### src/rtl/vx_tcu_fp_sched_pkg.sv
// VX_tcu_pkg: shared definitions for the TCU floating-point scheduling logic.
//   - latency-class encodings (TCU_LAT_SHORT / TCU_LAT_LONG)
//   - operand/result format codes and the format -> latency-class decode
//   - tcu_sched_meta_t: per-op metadata carried alongside the datapath
package VX_tcu_pkg;

  localparam logic TCU_LAT_SHORT = 1'b0;
  localparam logic TCU_LAT_LONG  = 1'b1;

  localparam logic [2:0] TCU_FMT_FP32 = 3'd0;
  localparam logic [2:0] TCU_FMT_FP16 = 3'd1;
  localparam logic [2:0] TCU_FMT_BF16 = 3'd2;
  localparam logic [2:0] TCU_FMT_TF32 = 3'd3;

  localparam int TCU_UUID_W = 7;
  localparam int TCU_WID_W  = 4;
  localparam int TCU_PC_W   = 32;
  localparam int TCU_RD_W   = 5;

  typedef struct packed {
    logic [TCU_UUID_W-1:0] uuid;
    logic [TCU_WID_W-1:0]  wid;
    logic [TCU_PC_W-1:0]   pc;
    logic [TCU_RD_W-1:0]   rd;
  } tcu_sched_meta_t;

  // Half-width sources accumulating into fp32 take the short pipe; full-width
  // sources, or any non-fp32 destination, take the long pipe.
  function automatic logic tcu_lat_sel(input logic [2:0] fmt_s,
                                       input logic [2:0] fmt_d);
    logic wide_src;
    wide_src = (fmt_s == TCU_FMT_FP32) || (fmt_s == TCU_FMT_TF32);
    return (wide_src || (fmt_d != TCU_FMT_FP32)) ? TCU_LAT_LONG : TCU_LAT_SHORT;
  endfunction

endpackage

### src/rtl/vx_tcu_fp_sched_fifo.sv
// VX_fifo_queue: synchronous FIFO built from a register array.
//   clk, reset   : clock, synchronous active-high reset (empties the queue)
//   push/data_in : write request and data
//   pop/data_out : read request and head data (valid while !empty)
//   empty, full  : occupancy flags
// DEPTH must be a power of two >= 2 so the pointers wrap naturally.
module VX_fifo_queue #(
  parameter int DATAW = 32,
  parameter int DEPTH = 8
) (
  input  logic             clk,
  input  logic             reset,
  input  logic             push,
  input  logic             pop,
  input  logic [DATAW-1:0] data_in,
  output logic [DATAW-1:0] data_out,
  output logic             empty,
  output logic             full
);

  localparam int AW   = $clog2(DEPTH);
  localparam int CNTW = AW + 1;

  logic [DATAW-1:0] mem [DEPTH];
  logic [AW-1:0]    rd_ptr;
  logic [AW-1:0]    wr_ptr;
  logic [CNTW-1:0]  count;
  logic             do_push;
  logic             do_pop;

  assign empty    = (count == '0);
  assign full     = (count == CNTW'(DEPTH));
  assign do_push  = push && !full;
  assign do_pop   = pop && !empty;
  assign data_out = mem[rd_ptr];

  always_ff @(posedge clk) begin
    if (do_push) mem[wr_ptr] <= data_in;
  end

  always_ff @(posedge clk) begin
    if (reset) begin
      rd_ptr <= '0;
      wr_ptr <= '0;
      count  <= '0;
    end else begin
      if (do_push) wr_ptr <= wr_ptr + 1'b1;
      if (do_pop)  rd_ptr <= rd_ptr + 1'b1;
      case ({do_push, do_pop})
        2'b10:   count <= count + 1'b1;
        2'b01:   count <= count - 1'b1;
        default: count <= count;
      endcase
    end
  end

endmodule

### src/rtl/vx_tcu_fp_sched.sv
// vx_tcu_fp_sched: issue/retire controller for the FEDP datapath with two
// latency classes. Ops launch on dp_issue, the datapath returns dp_result
// exactly LAT cycles later, and results retire in issue order through an
// output FIFO. Admission is gated by credits (one per output FIFO slot) and
// by an ordering check that stops a short op overtaking a long one.
//   clk, reset                : clock, synchronous active-high reset
//   in_valid/in_ready         : request handshake
//   in_lat_sel                : 0 = short class, 1 = long class
//   in_meta                   : per-op metadata
//   dp_issue, dp_lat_sel      : datapath launch pulse and its class
//   dp_result                 : datapath result, captured on completion
//   out_valid/out_ready       : result handshake
//   out_meta, out_data        : head-of-FIFO result
//   busy                      : some op is outstanding
module vx_tcu_fp_sched
  import VX_tcu_pkg::*;
#(
  parameter int DATAW     = 256,
  parameter int MDATA_W   = 48,
  parameter int LAT_SHORT = 4,
  parameter int LAT_LONG  = 8,
  parameter int OUT_DEPTH = 8
) (
  input  logic               clk,
  input  logic               reset,
  input  logic               in_valid,
  output logic               in_ready,
  input  logic               in_lat_sel,
  input  logic [MDATA_W-1:0] in_meta,
  output logic               dp_issue,
  output logic               dp_lat_sel,
  input  logic [DATAW-1:0]   dp_result,
  output logic               out_valid,
  input  logic               out_ready,
  output logic [MDATA_W-1:0] out_meta,
  output logic [DATAW-1:0]   out_data,
  output logic               busy
);

  localparam int CREDW = $clog2(OUT_DEPTH + 1);
  localparam logic [CREDW-1:0] CRED_MAX = CREDW'(OUT_DEPTH);

  // Pipe slots a short op could collide with or overtake: LAT_SHORT and above.
  localparam logic [LAT_LONG-1:0] ORDER_MASK = {LAT_LONG{1'b1}} << LAT_SHORT;
  localparam logic [LAT_LONG-1:0] SHORT_BIT  = LAT_LONG'(1) << (LAT_SHORT - 1);
  localparam logic [LAT_LONG-1:0] LONG_BIT   = LAT_LONG'(1) << (LAT_LONG - 1);

  logic [LAT_LONG-1:0] pipe;
  logic [CREDW-1:0]    credits;
  logic                lat_long;
  logic                order_ok;
  logic                in_fire;
  logic                out_fire;
  logic                complete;

  logic [MDATA_W-1:0]       meta_head;
  logic                     meta_empty;
  logic                     meta_full;
  logic [MDATA_W+DATAW-1:0] out_q_data;
  logic                     out_empty;
  logic                     out_full;

  assign lat_long = (in_lat_sel == TCU_LAT_LONG);
  assign order_ok = lat_long || ((pipe & ORDER_MASK) == '0);
  assign in_ready = (credits != '0) && order_ok;
  assign in_fire  = in_valid && in_ready && !reset;
  assign out_fire = out_valid && out_ready;
  assign complete = pipe[0];

  assign dp_issue   = in_fire;
  assign dp_lat_sel = in_lat_sel;
  assign busy       = (credits != CRED_MAX);
  assign out_valid  = !out_empty;
  assign {out_meta, out_data} = out_q_data;

  always_ff @(posedge clk) begin
    if (reset) begin
      pipe <= '0;
    end else begin
      pipe <= (pipe >> 1) | (in_fire ? (lat_long ? LONG_BIT : SHORT_BIT) : '0);
    end
  end

  // A credit covers an op from issue until it leaves the output FIFO.
  always_ff @(posedge clk) begin
    if (reset) begin
      credits <= CRED_MAX;
    end else begin
      case ({in_fire, out_fire})
        2'b10:   credits <= credits - 1'b1;
        2'b01:   credits <= credits + 1'b1;
        default: credits <= credits;
      endcase
    end
  end

  VX_fifo_queue #(
    .DATAW (MDATA_W),
    .DEPTH (OUT_DEPTH)
  ) meta_queue (
    .clk      (clk),
    .reset    (reset),
    .push     (in_fire),
    .pop      (complete),
    .data_in  (in_meta),
    .data_out (meta_head),
    .empty    (meta_empty),
    .full     (meta_full)
  );

  VX_fifo_queue #(
    .DATAW (MDATA_W + DATAW),
    .DEPTH (OUT_DEPTH)
  ) out_queue (
    .clk      (clk),
    .reset    (reset),
    .push     (complete),
    .pop      (out_fire),
    .data_in  ({meta_head, dp_result}),
    .data_out (out_q_data),
    .empty    (out_empty),
    .full     (out_full)
  );

  always_ff @(posedge clk) begin
    if (!reset) begin
      assert (credits <= CRED_MAX);
      assert (!(complete && meta_empty));
      assert (!(complete && out_full));
      assert (!(in_fire && meta_full));
    end
  end

endmodule

### config.mk
export PLATFORM = sky130hd
export DESIGN_NAME = vx_tcu_fp_sched
export DESIGN_NICKNAME = d
export VERILOG_FILES = /design/src/rtl/vx_tcu_fp_sched_pkg.sv /design/src/rtl/vx_tcu_fp_sched_fifo.sv /design/src/rtl/vx_tcu_fp_sched.sv
export SDC_FILE = /design/constraint.sdc
export NUM_CORES = 2
export LEC_CHECK = 0
export BUFFER_PORTS_ARGS = -buffer_cell sky130_fd_sc_hd__buf_2
export CAP_MARGIN = 40
export CORE_ASPECT_RATIO = 1.1
export CORE_MARGIN = 2
export CORE_UTILIZATION = 60
export DETAILED_ROUTE_END_ITERATION = 16
export PLACE_DENSITY = 0.8
export SLEW_MARGIN = 20
export SYNTH_ARGS = -nofsm -noshare
export SYNTH_HDL_FRONTEND = slang
export SYNTH_HIERARCHICAL = 1
export SYNTH_SLANG_ARGS = --single-unit
### constraint.sdc
create_clock -name clk -period 41.3 [get_ports clk]
set_clock_uncertainty 0.15 [all_clocks]
set_input_delay 2.065 -clock clk [delete_from_list [all_inputs] [get_ports clk]]
set_output_delay 2.065 -clock clk [all_outputs]
set_load 0.01 [all_outputs]
== Yosys cells after proc, flatten, opt, wreduce, memory -nomap -nowiden ==
Memory sizes are Yosys's and may differ from the RTL's. A register that Yosys moved wholly into a read port is not among the register bits.
Cells that the tools add are included.

* Register bits: 32
* RAM bits: 2816
* Input port bits: 309
* Word-level logic and storage cells: 64
* Memories: 2

{| class="wikitable"
|+ Memory list
! memory !! depth !! width !! read ports !! clocked after Yosys merged registers in !! wr ports !! line !! source
|-
| out_queue.mem || 8 || 304 || 1 || 1 || 1 || vx_tcu_fp_sched_fifo.sv:24 || <nowiki>logic [DATAW-1:0] mem [DEPTH];</nowiki>
|-
| meta_queue.mem || 8 || 48 || 1 || 1 || 1 || vx_tcu_fp_sched_fifo.sv:24 ||
|}

* $add $sub $neg: 10
* Eq/ne operators: 9
* Muxes and demuxes: 13
* Bitwise logic cells: 1
* Reductions and logical operators: 21

{| class="wikitable"
|+ Operator list
! kind !! count
|-
| 4-bit case mux with 2 select lines || 3
|-
| 8-bit 2-to-1 mux || 2
|-
| 3-bit by 1-bit adder with 3-bit output (second input constant) || 4
|-
| 4-bit by 1-bit adder with 4-bit output (second input constant) || 3
|-
| 3-bit 2-to-1 mux || 4
|-
| 4-bit by 1-bit subtractor with 4-bit output (second input constant) || 3
|-
| 4-bit equality test (second input constant) || 2
|-
| 1-bit logical AND || 8
|-
| 4-bit logical NOT || 2
|-
| 8-bit logical NOT || 1
|-
| 7-bit by 8-bit bitwise OR with 8-bit output || 1
|-
| 2-bit by 1-bit equality test with 1-bit output (second input constant) || 3
|-
| 2-bit equality test (second input constant) || 3
|-
| 2-bit nonzero test || 3
|-
| 1-bit logical NOT || 5
|-
| 1-bit 2-to-1 mux || 4
|-
| 4-bit != test (second input constant) || 1
|-
| 4-bit nonzero test || 1
|-
| 1-bit logical OR || 1
|}

== Logic depth before layout (Yosys ltp) ==
* Depth after elaboration: 8
* Gate-level depth with buffers: 12
* Depth with buffers taken out: 12

== Modules after synthesis ==
Netlist, hierarchy kept.

{| class="wikitable"
|+ Modules (own cells, without submodules)
! module !! times used !! cells each !! area each (µm²)
|-
| VX_fifo_queue at out_queue || 1 || 3588 || 91634.1
|-
| VX_fifo_queue at meta_queue || 1 || 629 || 15334.7
|-
| vx_tcu_fp_sched || 1 || 57 || 534.3
|}

== Worst setup path after synthesis ==
No wires, ideal clock.

* Path kind: flip-flop to flip-flop
* Start point: reg out_queue.count[1]
* End point: mem out_queue/mem[0][0] in the netlist's numbering (enable)
* Setup time: 1343 ps
* Arrival: 21616 ps
* Slack: 18191 ps
* Stages on the path, launching flop included: 6
* Path buffers: 1
* Period minus slack after synthesis: 23109 ps
* Cells stage by stage: dfxtp_1 -> clkbuf_1 -> or4b_1 -> nand2_1 -> or2_2 -> nor3_1

* Cells in the longest elaborated chain, start to end: 5

{| class="wikitable"
|+ RTL lines
! element !! line !! source
|-
| start, declared || vx_tcu_fp_sched_fifo.sv:27 || <nowiki>logic [CNTW-1:0] count;</nowiki>
|-
| start signal, assigned || vx_tcu_fp_sched_fifo.sv:50 || <nowiki>2'b10: count <= count + 1'b1;</nowiki>
|-
| start signal, assigned || vx_tcu_fp_sched_fifo.sv:51 || <nowiki>2'b01: count <= count - 1'b1;</nowiki>
|-
| start signal, assigned || vx_tcu_fp_sched_fifo.sv:52 || <nowiki>default: count <= count;</nowiki>
|-
| 4-bit equality test || vx_tcu_fp_sched_fifo.sv:32 || <nowiki>assign full = (count == CNTW'(DEPTH));</nowiki>
|-
| 1-bit logical NOT || vx_tcu_fp_sched_fifo.sv:33 || <nowiki>assign do_push = push && !full;</nowiki>
|-
| 1-bit logical AND || vx_tcu_fp_sched_fifo.sv:33 ||
|-
| 1-bit 2-to-1 mux || vx_tcu_fp_sched_fifo.sv:38 || <nowiki>if (do_push) mem[wr_ptr] <= data_in;</nowiki>
|-
| 1-bit 2-to-1 mux (not written as such) || vx_tcu_fp_sched_fifo.sv:38 ||
|-
| end, declared || vx_tcu_fp_sched_fifo.sv:24 ||
|}

Every way passes these cells.

==> impl_metrics.yaml <==
worst_setup_path:
  crit_type: "reg2out"
  critPathRequiredTime_ns: 39.08
  critical_path.max_stage_delay_ns: 0.64
  crit_arrival_ns: 5.92
  critPathTopFamily: "buffers and inverters"
  start_kind: "flop"
  reg2reg_slack_ns: 35.99
  critPathBufInv: 9
  worstPathCellList: "buf_4 -> buf_16 -> buf_4 -> buf_4 -> buf_16 -> buf_4 -> buf_4 -> buf_12 -> mux4_2 -> mux2_2 -> buf_2"
  cp_common_cell: "buf_4"
  path_max_fanout: 37
  end_kind: "output port"
  reg2reg_to: "out_queue/mem[5][238]"
  timing.rr.start: "out_queue/count[0]"
  r2r_cells: 8
  slowest_stage: "buf_4"
logic_synthesis:
  syn_nets: 4594
  ys_warn_count: 6
  synth_area_per_cell_um2: 25.17
  syn-instance-count: 4271
  syn_area_um2: 107500
timing:
  setup_viol: 0
  tns_ns: 0
  rsz0062_at_grt: "false"
  fmax_mhz: 122.9
  report.final.slew_viol_count: 0
  post-route-period-util_pct: 19.70
  hold_viol: 0
  whs_ns: 0.2930
  slew-limit-headroom_pct: 23.06
  post-route-min-period_ns: 8.137
  max_slew.worst_pin.slew_ns: 1.154
clock_tree:
  cts_tree: "done"
  insertion_delay_ns: 0.96
  hold_buffers: 0
  root_buffer: "clkbuf_16"
  ctsResizeCount: 0
  clkSlewWorstSetupHoldPaths_ns: 0.07
  cts_buffers: 285
  cts_setup_buffers: 0
  h-tree-depth: 5
  cts.sinks: 2854
  cts_buffer_depth: 4
die:
  die_area_um2: 182600
  pin_count: 618
  die_w_um: 407.6
  core_um2: 177600
  start_util_pct: 60.54
  die_h_um: 447.9
  num_rows: 162
place:
  numPortBuffers: 617
  dp_hpwl_um: 125700
  place_area_um2: 114100
  gp_congestion: 0.7492
drt:
  first_pass_iters: 5
  drt_iter0_markers: 5155
  drc: 0
  drtAntennaViolNets: 0
  vias: 49541
  vias_per_cell: 6.435
  wire_per_inst_um: 32.09
  totalWireLength_um: 247100
final_layout:
  final_common_cell: "edfxtp_1"
  nNetsFinal: 5410
  layout_common_cells: "edfxtp_1 (2816), mux4_2 (680), buf_2 (618)"
  drive_above_1_share_pct: 41.08
  fin_area_um2: 123100
  area_growth_pct: 14.54
worst_hold_path:
  hold_path.class: "reg2reg"
  holdPathStages: 1
  hold_start: "pipe[2]"
  hold_path_end: "pipe[1]"
pwr:
  p_leak_nw: 38.55
  power_w: 0.005736
  vdd_drop_max_mv: 0.04537
  p_per_area_nw_per_um2: 46.59
global_route:
  grt_use_met3_pct: 8.030
  antenna_found_initial: 94
  grt_busiest_layer: "met2"
  grt_overflow_total: 0
  met2_usage_pct: 43.79
  grt_use_total_pct: 26.56
  grt_pass1_wl_um: 351600
  met1_usage_pct: 33.01
  grt_start_max_net_pins: 168
  first_global_vias: 51638
run:
  maxCapViolCount: 0
run_status:
  status: "finished clean"
## flip-flops by register name, summed over array words and instances (netlist names), 4 cells and up, named ones only
register / flops
meta_queue/mem: 384
credits: 4
pipe: 8
out_queue/mem: 2432
out_queue/count: 4
meta_queue/count: 4
## layer usage
layer / share of wire (%) / vias up
li1: - / 20029
met4: 4.2 / 86
met5: 0.22 / -
met1: 34 / 26168
met3: 9.6 / 590
met2: 52 / 2668
## area by class of cell
class	count	area, um^2
Sequential cell	2854	85340
Fill cell	9941	54450
Multi-Input combinational cell	1206	21170
Clock buffer	353	7557
Timing Repair Buffer	735	4812
Tap cell	2378	2975
Clock inverter	124	1122
Antenna cell	44	110.1
Inverter	5	18.77
## power breakdown
part | switching (W) | leakage [nW] | total [W] | internal, W
registers | 0.00000359 | 25.6 | 0.00319 | 0.00319
logic | 0.0000544 | 8.66 | 0.0000803 | 0.0000258
clock network | 0.00104 | 4.26 | 0.00246 | 0.00142
total | 0.00110 | 38.6 | 0.00574 | 0.00464
## worst max path at each step
stage | start | endpoint | slack (ns) | depth (start not counted)
CTS | flop | out_data[237] | 32.67 | 10
detailed placement | flop | out_data[237] | 33.78 | 10
global placement | flop | out_data[234] | 32.60 | 8
global route | flop | out_data[237] | 32.66 | 11
finish | flop | out_data[237] | 33.16 | 11
floorplan | out_queue/count[1] | out_queue/mem[0][0] | 18.21 | 5
## worst register-to-register path, cell delays in order, from the launching register on
cell	delay, ns
dfxtp_1	0.48
or4b_1	0.24
nand3_1	0.33
nor2_4	0.70
buf_4	0.69
buf_4	0.63
buf_4	0.62
buf_12	0.32
buf_4	0.72
## metrics by stage
step / instances / setup WS (ns) / utilization, %
5_1_grt: 7684 / 32.66 / 69.31
4_1_cts: 7647 / 32.67 / 69.15
3_3_place_gp: 7136 / 32.60 / 63.81
2_1_floorplan: 4271 / 18.21 / -
6_report: 7699 / 33.16 / 69.34
3_5_place_dp: 7170 / 33.78 / 64.27
Note: power is estimated with default switching activity, not from simulation.
